===== config.mk =====
export PLATFORM = sky130hd
export DESIGN_NAME = uc_multiciclo_flat
export DESIGN_NICKNAME = d
export VERILOG_FILES = /design/src/rtl/uc_multiciclo_if.sv /design/src/rtl/uc_multiciclo.sv /design/src/flat_wrapper.sv
export SDC_FILE = /design/constraint.sdc
export NUM_CORES = 1
export LEC_CHECK = 0
export CAP_MARGIN = 15
export CORE_ASPECT_RATIO = 1.5
export CORE_UTILIZATION = 35
export DETAILED_ROUTE_END_ITERATION = 7
export GPL_ROUTABILITY_DRIVEN = 0
export PLACE_DENSITY_LB_ADDON = 0.08
export SKIP_LAST_GASP = 1
export SLEW_MARGIN = 20
export SYNTH_ARGS = -nofsm -noshare
export SYNTH_HDL_FRONTEND = slang
export SYNTH_SLANG_ARGS = --single-unit
export TNS_END_PERCENT = 30

===== constraint.sdc =====
create_clock -name clk -period 1.55 [get_ports clk]
set_clock_uncertainty 0.1 [all_clocks]
set_input_delay 0.2325 -clock clk [delete_from_list [all_inputs] [get_ports clk]]
set_output_delay 0.2325 -clock clk [all_outputs]
set_load 0.02 [all_outputs]

===== src/rtl/uc_multiciclo_if.sv =====
// Bus between the multicycle control unit and the IR/PC/datapath side.
// master: datapath/IR side; slave: control unit.
interface uc_multiciclo_if #(
    parameter int unsigned DS_DEPTH = 16,
    parameter int unsigned RS_DEPTH = 16
);
    localparam int unsigned DS_W = $clog2(DS_DEPTH + 1);
    localparam int unsigned RS_W = $clog2(RS_DEPTH + 1);

    logic [5:0]      opcode;
    logic            z;
    logic [16:0]     ctrl;
    logic [2:0]      op_alu;
    logic            ir_we;
    logic            pc_we;
    logic [DS_W-1:0] ds_count;
    logic [RS_W-1:0] rs_count;
    logic            fault;
    logic [2:0]      fault_code;

    modport master (
        output opcode, z,
        input  ctrl, op_alu, ir_we, pc_we, ds_count, rs_count, fault, fault_code
    );

    modport slave (
        input  opcode, z,
        output ctrl, op_alu, ir_we, pc_we, ds_count, rs_count, fault, fault_code
    );
endinterface


===== src/rtl/uc_multiciclo.sv =====
// Multicycle control unit: FETCH -> EXEC -> (MEMW x MEM_LAT) -> FETCH, sticky FAULT.
// Define UC_STACK_CHECK_EN to enable stack depth tracking and fault detection.
module uc_multiciclo #(
    parameter int unsigned DS_DEPTH = 16,
    parameter int unsigned RS_DEPTH = 16,
    parameter int unsigned MEM_LAT  = 1
) (
    input  logic           clk,
    input  logic           rst_n,
    uc_multiciclo_if.slave bus
);
    localparam int unsigned DS_W = $clog2(DS_DEPTH + 1);
    localparam int unsigned RS_W = $clog2(RS_DEPTH + 1);

    localparam logic [16:0] C_WE3   = 17'h10000;
    localparam logic [16:0] C_WEZ   = 17'h08000;
    localparam logic [16:0] C_SINC  = 17'h04000;
    localparam logic [16:0] C_SALTO = 17'h02000;
    localparam logic [16:0] C_REGS  = 17'h01000;
    localparam logic [16:0] C_GUARD = 17'h00800;
    localparam logic [16:0] C_AMEM  = 17'h00400;
    localparam logic [16:0] C_SDIR  = 17'h00200;
    localparam logic [16:0] C_ARS   = 17'h00100;
    localparam logic [16:0] C_PRS   = 17'h00080;
    localparam logic [16:0] C_SRS   = 17'h00040;
    localparam logic [16:0] C_APD   = 17'h00020;
    localparam logic [16:0] C_PPD   = 17'h00010;
    localparam logic [16:0] C_SPD   = 17'h00008;
    localparam logic [16:0] C_SAM   = 17'h00004;
    localparam logic [16:0] C_EDL   = 17'h00002;
    localparam logic [16:0] C_EDH   = 17'h00001;

    typedef enum logic [1:0] {S_FETCH, S_EXEC, S_MEMW, S_FAULT} state_t;

    state_t      r_state, w_next;
    logic [3:0]  r_wait;
    logic [16:0] w_dec, w_fin, w_ctrl;
    logic        w_is_load, w_is_store, w_mem, w_trip;
    logic        w_ir_we, w_pc_we;
    logic [2:0]  w_op_alu;

    // w_dec holds the strobes common to every cycle of the instruction; the
    // load/store write strobe (w_fin) is added only on the completing cycle.
    always_comb begin
        w_dec      = '0;
        w_is_load  = 1'b0;
        w_is_store = 1'b0;
        casez (bus.opcode)
            6'b0?????: w_dec = C_WE3 | C_WEZ | C_SINC;
            6'b1000??: w_dec = C_WE3 | C_SINC | C_REGS;
            6'b1001??: w_dec = C_SINC | C_APD | C_PPD | C_SPD;
            6'b1010??: w_dec = C_WE3 | C_SINC | C_APD | C_SPD;
            6'b1011??: begin
                w_dec     = C_AMEM | C_SDIR | C_SAM | C_SINC;
                w_is_load = 1'b1;
            end
            6'b1100??: begin
                w_dec      = C_AMEM | C_SAM | C_SINC;
                w_is_store = 1'b1;
            end
            6'b1101??: w_dec = C_SINC;
            6'b111000: w_dec = C_EDH | C_SINC;
            6'b111001: w_dec = C_EDL | C_SINC;
            6'b111010: w_dec = C_SALTO | C_ARS | C_SRS;
            6'b111011: w_dec = C_ARS | C_PRS;
            6'b111100: w_dec = '0;
            6'b111101: w_dec = bus.z ? C_SINC : '0;
            6'b111110: w_dec = bus.z ? '0 : C_SINC;
            6'b111111: w_dec = C_SINC | C_SALTO;
            default:   w_dec = '0;
        endcase
    end

    assign w_mem = w_is_load | w_is_store;
    assign w_fin = (w_is_load ? C_WE3 : '0) | (w_is_store ? C_GUARD : '0);

    always_comb begin
        w_next   = r_state;
        w_ctrl   = '0;
        w_ir_we  = 1'b0;
        w_pc_we  = 1'b0;
        w_op_alu = bus.opcode[4:2];
        case (r_state)
            S_FETCH: begin
                w_ir_we = 1'b1;
                w_next  = S_EXEC;
            end
            S_EXEC: begin
                if (w_trip) begin
                    w_next = S_FAULT;
                end else if (w_mem && MEM_LAT != 0) begin
                    w_ctrl = w_dec;
                    w_next = S_MEMW;
                end else begin
                    w_ctrl  = w_dec | w_fin;
                    w_pc_we = 1'b1;
                    w_next  = S_FETCH;
                end
            end
            S_MEMW: begin
                w_ctrl = w_dec;
                if (r_wait == 4'(MEM_LAT - 1)) begin
                    w_ctrl  = w_dec | w_fin;
                    w_pc_we = 1'b1;
                    w_next  = S_FETCH;
                end
            end
            S_FAULT: w_op_alu = '0;
            default: w_next = S_FETCH;
        endcase
        // Gate everything during reset: FETCH would otherwise drive ir_we.
        if (!rst_n) begin
            w_ctrl   = '0;
            w_ir_we  = 1'b0;
            w_pc_we  = 1'b0;
            w_op_alu = '0;
        end
    end

    always_ff @(posedge clk or negedge rst_n) begin
        if (!rst_n) begin
            r_state <= S_FETCH;
            r_wait  <= '0;
        end else begin
            r_state <= w_next;
            if (r_state == S_EXEC && w_next == S_MEMW)
                r_wait <= '0;
            else if (r_state == S_MEMW)
                r_wait <= r_wait + 4'd1;
        end
    end

    assign bus.ctrl   = w_ctrl;
    assign bus.ir_we  = w_ir_we;
    assign bus.pc_we  = w_pc_we;
    assign bus.op_alu = w_op_alu;

`ifdef UC_STACK_CHECK_EN
    logic [DS_W-1:0] r_ds;
    logic [RS_W-1:0] r_rs;
    logic [2:0]      r_fcode, w_fcode;
    logic            w_ds_inc, w_ds_dec, w_rs_inc, w_rs_dec, w_commit;

    always_comb begin
        w_ds_inc = (bus.opcode[5:2] == 4'b1001);
        w_ds_dec = (bus.opcode[5:2] == 4'b1010);
        w_rs_inc = (bus.opcode == 6'b111011);
        w_rs_dec = (bus.opcode == 6'b111010);
        w_fcode  = 3'd0;
        if (w_ds_inc && r_ds == DS_W'(DS_DEPTH))      w_fcode = 3'd1;
        else if (w_ds_dec && r_ds == '0)              w_fcode = 3'd2;
        else if (w_rs_inc && r_rs == RS_W'(RS_DEPTH)) w_fcode = 3'd3;
        else if (w_rs_dec && r_rs == '0)              w_fcode = 3'd4;
        else if (bus.opcode[5:2] == 4'b1101)          w_fcode = 3'd5;
        w_trip = (w_fcode != 3'd0);
    end

    assign w_commit = (r_state == S_EXEC) && !w_trip;

    always_ff @(posedge clk or negedge rst_n) begin
        if (!rst_n) begin
            r_ds    <= '0;
            r_rs    <= '0;
            r_fcode <= '0;
        end else begin
            if (w_commit) begin
                if (w_ds_inc)      r_ds <= r_ds + 1'b1;
                else if (w_ds_dec) r_ds <= r_ds - 1'b1;
                if (w_rs_inc)      r_rs <= r_rs + 1'b1;
                else if (w_rs_dec) r_rs <= r_rs - 1'b1;
            end
            if (r_state == S_EXEC && w_trip)
                r_fcode <= w_fcode;
        end
    end

    assign bus.ds_count   = r_ds;
    assign bus.rs_count   = r_rs;
    assign bus.fault      = (r_state == S_FAULT);
    assign bus.fault_code = r_fcode;
`else
    assign w_trip         = 1'b0;
    assign bus.ds_count   = '0;
    assign bus.rs_count   = '0;
    assign bus.fault      = 1'b0;
    assign bus.fault_code = '0;
`endif
endmodule


===== src/flat_wrapper.sv =====
// flat-port wrapper written by rule: the top's interface ports become plain ports
module uc_multiciclo_flat 
#(
    parameter int unsigned DS_DEPTH = 16,
    parameter int unsigned RS_DEPTH = 16,
    parameter int unsigned MEM_LAT  = 1
)
  (clk, rst_n, bus_opcode, bus_z, bus_ctrl, bus_op_alu, bus_ir_we, bus_pc_we, bus_ds_count, bus_rs_count, bus_fault, bus_fault_code);
  uc_multiciclo_if #(.DS_DEPTH(DS_DEPTH), .RS_DEPTH(RS_DEPTH)) bus_i ();
  input  logic clk;
  input  logic rst_n;
  input wire logic [$bits(bus_i.opcode)-1:0] bus_opcode;
  input wire logic [$bits(bus_i.z)-1:0] bus_z;
  output wire logic [$bits(bus_i.ctrl)-1:0] bus_ctrl;
  output wire logic [$bits(bus_i.op_alu)-1:0] bus_op_alu;
  output wire logic [$bits(bus_i.ir_we)-1:0] bus_ir_we;
  output wire logic [$bits(bus_i.pc_we)-1:0] bus_pc_we;
  output wire logic [$bits(bus_i.ds_count)-1:0] bus_ds_count;
  output wire logic [$bits(bus_i.rs_count)-1:0] bus_rs_count;
  output wire logic [$bits(bus_i.fault)-1:0] bus_fault;
  output wire logic [$bits(bus_i.fault_code)-1:0] bus_fault_code;
  assign bus_i.opcode = bus_opcode;
  assign bus_i.z = bus_z;
  assign bus_ctrl = bus_i.ctrl;
  assign bus_op_alu = bus_i.op_alu;
  assign bus_ir_we = bus_i.ir_we;
  assign bus_pc_we = bus_i.pc_we;
  assign bus_ds_count = bus_i.ds_count;
  assign bus_rs_count = bus_i.rs_count;
  assign bus_fault = bus_i.fault;
  assign bus_fault_code = bus_i.fault_code;
  uc_multiciclo #(.DS_DEPTH(DS_DEPTH), .RS_DEPTH(RS_DEPTH), .MEM_LAT(MEM_LAT)) u_core (.clk(clk), .rst_n(rst_n), .bus(bus_i));
endmodule

Word-level counts from Yosys, hierarchy flattened
Index checks and enable logic that the tools add are counted.
{"block": "word_totals", "regBits": 6, "input_bits": 9, "out_inout_bits": 36, "elab_cells": 53}
{"block": "classes", "addsub": 1, "eq_ne": 18, "mux": 24, "bitwise": 4, "n_reduce_logical": 4}
{"operator": "$pmux W17 S15", "n": 1}
{"operator": "$mux W17", "n": 4}
{"operator": "$eq A6 B6 Y1 const B", "n": 8}
{"operator": "$or A17 B17 Y17", "n": 2}
{"operator": "$pmux W17 S2", "n": 1}
{"operator": "$mux W15", "n": 2}
{"operator": "$eq A4 B4 Y1 const B", "n": 6}
{"operator": "$mux W12", "n": 1}
{"operator": "$mux W4", "n": 2}
{"operator": "$mux W1", "n": 7}
{"operator": "$eq A2 B2 Y1 const B", "n": 3}
{"operator": "$mux W3", "n": 2}
{"operator": "$pmux W2 S3", "n": 1}
{"operator": "$add A4 B1 Y4 const B", "n": 1}
{"operator": "$logic_not A4 Y1", "n": 1}
{"operator": "$mux W2", "n": 2}
{"operator": "$eq A2 B1 Y1 const B", "n": 1}
{"operator": "$logic_not A2 Y1", "n": 1}
{"operator": "$pmux W1 S2", "n": 1}
{"operator": "$reduce_bool A2 Y1", "n": 1}
{"operator": "$logic_and A1 B1 Y1", "n": 1}
{"operator": "$not A1 Y1", "n": 1}
{"operator": "$or A1 B1 Y1", "n": 1}

Depth between registers and ports, before layout
{"block": "depth", "word_depth": 8, "mapped_depth": 6, "ltp_nobuf": 5}

Least setup slack after synthesis
Ideal clock, no wire load.
{"block": "synth_timing", "path_type": "register to output", "startpoint": "register u_core.r_state[1]", "endpoint": "output bus_ctrl[5]", "arrival_ns": 1.722, "t_required_ns": 1.217, "setup_slack_ns": -0.504, "path_stages_with_launch": 6, "n_path_buf": 1, "cell_sequence": "dfrtp_1 > inv_1 > ha_1 > o211ai_4 > nor3_1 > buf_4"}
{"block": "synth_between", "elab_chain_len": 3, "word_cells_on_any_way": 4, "classes_between": "eq/ne (2); mux (2)"}
{"item": "from (decl)", "line": "uc_multiciclo.sv:35", "text": "state_t r_state, w_next;"}
{"item": "from (signal assigned)", "line": "uc_multiciclo.sv:125", "text": "r_state <= w_next;"}
{"item": "$eq A2 B2 Y1 / $eq A2 B1 Y1 (equally long branches)", "line": "uc_multiciclo.sv:83", "text": "case (r_state)"}
{"item": "$pmux W17 S2 (*)", "line": "uc_multiciclo.sv:83"}
{"item": "$mux W17 (*)", "line": "uc_multiciclo.sv:112", "text": "if (!rst_n) begin"}
{"item": "to (decl)", "line": "flat_wrapper.sv:14", "text": "output wire logic [$bits(bus_i.ctrl)-1:0] bus_ctrl;"}
Every way passes the cells marked *; elsewhere a longest branch is shown, timed or not.

Worst setup path after layout
{"block": "layout_timing", "startpoint": "input bus_opcode[4]", "endpoint": "output bus_pc_we"}
{"block": "layout_between", "elab_chain_len": 6, "word_cells_on_any_way": 8, "classes_between": "eq/ne (2); mux (5); bitwise (1)"}
{"item": "from (decl)", "line": "flat_wrapper.sv:12", "text": "input wire logic [$bits(bus_i.opcode)-1:0] bus_opcode;"}
{"item": "$eq A4 B4 Y1", "line": "uc_multiciclo.sv:48", "text": "casez (bus.opcode)"}
{"item": "$mux W1", "line": "uc_multiciclo.sv:48"}
{"item": "$or A1 B1 Y1 (*)", "line": "uc_multiciclo.sv:74", "text": "assign w_mem = w_is_load | w_is_store;"}
{"item": "$mux W1 (*)", "line": "uc_multiciclo.sv:91", "text": "end else if (w_mem && MEM_LAT != 0) begin"}
{"item": "$pmux W1 S2 (*)", "line": "uc_multiciclo.sv:83"}
{"item": "$mux W1 (*)", "line": "uc_multiciclo.sv:112"}
{"item": "to (decl)", "line": "flat_wrapper.sv:17", "text": "output wire logic [$bits(bus_i.pc_we)-1:0] bus_pc_we;"}
Marked as above.

==> run summary <==
Max Fanout on Critical Path: 5
Number of I/O port buffers: 30
Reg area: 150 um^2
Number of distinct library cells after synthesis: 36
Total clock buffers created by CTS: 3
Worst R2R Setup Slack: -130 ps
Initial Utilization: 37.5%
Mapped cell area: 847 um^2
Seq/Total Area, Yosys: 17.7%
Synth Instances: 93
Max IR drop VDD: 631 uV
Syn-to-layout area delta: 69.9%
Antenna Cells: 0
Design area: 1440 um^2
Hold WC Path Type: input port to asynchronous set/reset pin
Final period util: 132%
Dpl cell area: 1410 um^2
RSZ-0062 raised after global routing: yes
Final setup fails: 27
Leakage: 0.681 nW
Slowest cell on crit path: clkdlybuf4s50_1
Core Area: 2260 um^2
Setup TNS: -10220 ps
DR iter-0 viols: 6
Worst r2r dst: u_core.r_wait[1]$_DFFE_PN0P_
Final hold violation count: 0
Post-placement cell count: 169
Antenna violations before repair: 0
CP bufs+invs: 3
Critical path type: input port to output pin
Via-to-Cell Ratio: 4.57
Crit-path cells: clkdlybuf4s50_1 -> buf_4 -> nand4b_2 -> nand3_1 -> a21oi_1 -> dlygate4sd2_1
Filler Cell Count: 197
Final Core Density: 63.7%
WP data arrival: 1720 ps
Die area: 2620 um^2
Die Wd: 42.2 um
Detailed Route WL: 1.94 mm
Post-synthesis cell type with the largest combined area: dfrtp_1
Fraction of layout cells with a size suffix above 1: 50.0%
Total GRT Usage: 15.4%
Vias in the first global route: 809
Setup ws final: -499 ps
Worst R2R Path Depth: 6
Worst Setup End Kind: output pin
Status: finished, violations left
Routed len/inst: 11.2 um
Ports: 45
Worst Setup Start Kind: input port
Via Count: 790
F_max: 0.488 GHz
Hold_buf cts: 0
Violated checks: setup timing
Post-route insts no fill: 173
Max-cap viol count: 0
CTS tree: yes
Area occupied by multi-input gates: 691 um^2
Root buffer cell: clkbuf_4
First-pass GRT wire length: 3.35 mm
DR DRC count: 0
Largest delay share family, worst path: buffers and inverters
Routed Antenna Nets: 0
Largest net degree at the start of global routing: 7
Final Max Tran Viols: 0
Die Y-Extent: 62.3 um
Minimum clock period: 2050 ps
Reg-to-reg startpoint: u_core.r_state[1]$_DFF_PN0_
Later-pin clock latency in the skew report: 230 ps
Worst EP required: 1220 ps
Critical Path Max Stage Delay: 570 ps
Yosys top cell area share: 17.7%
Synth warn: 0
Top cells by area, synth: dfrtp_1 18%, buf_4 15%, ha_1 8.9%, nor3_1 4.1%, and2_1 3.7%
DRT Pass-1 Iters: 4
Post-DP HPWL: 1.72 mm
Syn_area_per_cell: 9.11 um^2
Nets: 167
Clock net sink count: 6
Maximum root-to-sink buffer count: 2
Clock transition at the registers of the reported paths: 40 ps
Num rows: 21
Number of synthesized register bits: 6
Grt ovf: 0
# H-tree levels: 1
Pre-CTS WS: -868 ps
PwrDens: 952 nW/um^2
## final cells by class
type                    count  share of cell area [%]
inverters                   6                    1.57
multi-input cells          75                    48.0
flip-flops and latches      6                    10.4
clock buffers               3                    1.57
repair buffers             60                    36.4
well taps                  23                    2.00
## cells in the mapped netlist
cell type / instances
nor4b_4: 1
nor3_2: 2
buf_4: 17
ha_1: 6
nor4b_1: 1
nand3_1: 2
a211o_1: 1
nor3b_2: 1
xnor2_1: 3
inv_1: 6
nand4bb_4: 1
o21ai_2: 1
mux2i_1: 3
o221a_2: 1
conb_1: 1
buf_2: 1
a211oi_4: 1
nor4_1: 1
nand4b_2: 1
nor2b_1: 1
o211ai_4: 1
o21ai_1: 1
nand4_1: 1
nand4bb_1: 1
nand2b_1: 2
and3_1: 2
buf_6: 1
and3b_1: 2
nand2_1: 4
xor2_1: 2
nor2_1: 3
a21oi_1: 2
o21ba_2: 1
and2_1: 5
dfrtp_1: 6
nor3_1: 7
## registers in the layout, summed over array words and instances, names as in the netlist
register and flops:
u_core.r_state 2, u_core.r_wait 4
## per-layer routing
metal | track usage (%) | up-vias | part of all wire [%]
met3 | 0.291 | 0 | 4.0
met5 | 0 | - | 0
met1 | 15.8 | 365 | 36
met4 | 3.52 | 0 | 0
li1 | - | 405 | -
met2 | 32.1 | 20 | 60
## metrics by stage
step,hold slack [ps],total power (W)
2_1_floorplan,-163,0.000863
3_3_place_gp,545,0.00124
3_5_place_dp,540,0.00126
4_1_cts,401,0.00138
5_1_grt,429,0.00149
6_report,404,0.00137
## cells in the final DEF (no fill, tap or decap), types with 4 or more instances in the layout
master and count:
buf_6 6, nand2_1 4, clkdlybuf4s50_1 9, dlygate4sd2_1 4, and2_1 4, buf_4 35
conb_1 14, inv_1 4, nor3_1 5, dfrtp_1 6
## worst min-delay path, cell delays in order
cell and delay (ps):
clkdlybuf4s50_1 540, buf_4 150, buf_4 140
## worst max path at each step
stage / startpoint / end / slack [ps] / cells past startpoint
CTS: u_core.r_state[1]$_DFF_PN0_ / bus_ctrl[0] / -530 / 6
detailed placement: bus_opcode[4] / bus_ctrl[0] / -870 / 5
finish: bus_opcode[4] / bus_pc_we / -500 / 6
global placement: bus_opcode[4] / bus_ctrl[0] / -830 / 5
floorplan: u_core.r_state[1]$_DFF_PN0_ / bus_ctrl[0] / -210 / 5
global route: u_core.r_state[1]$_DFF_PN0_ / bus_ctrl[0] / -570 / 6
## power by group
group,switching (W),internal [W]
Combinational,0.000483,0.000488
Clock,0.0000470,0.0000869
Sequential,0.0000419,0.000222
## kinds of logic after synthesis
family / after synthesis / synth area share, %
adders and majority gates: 6 / 8.86
other: 1 / 0.443
muxes: 3 / 3.55
and+or+nand+nor: 38 / 33.4
buffers and inverters: 25 / 19.6
AOI/OAI and AO/OA: 9 / 11.2
DFF: 6 / 17.7
xor gates and xnor gates: 5 / 5.17
## repair_timing
action | CTS | global route
resized for setup | 70 | 20
buffers inserted | 1 | 0
cloned | 0 | 0
setup endpoints to repair | 27 | 27
pin swaps | 6 | 2
(Power assumes the default switching activity.)
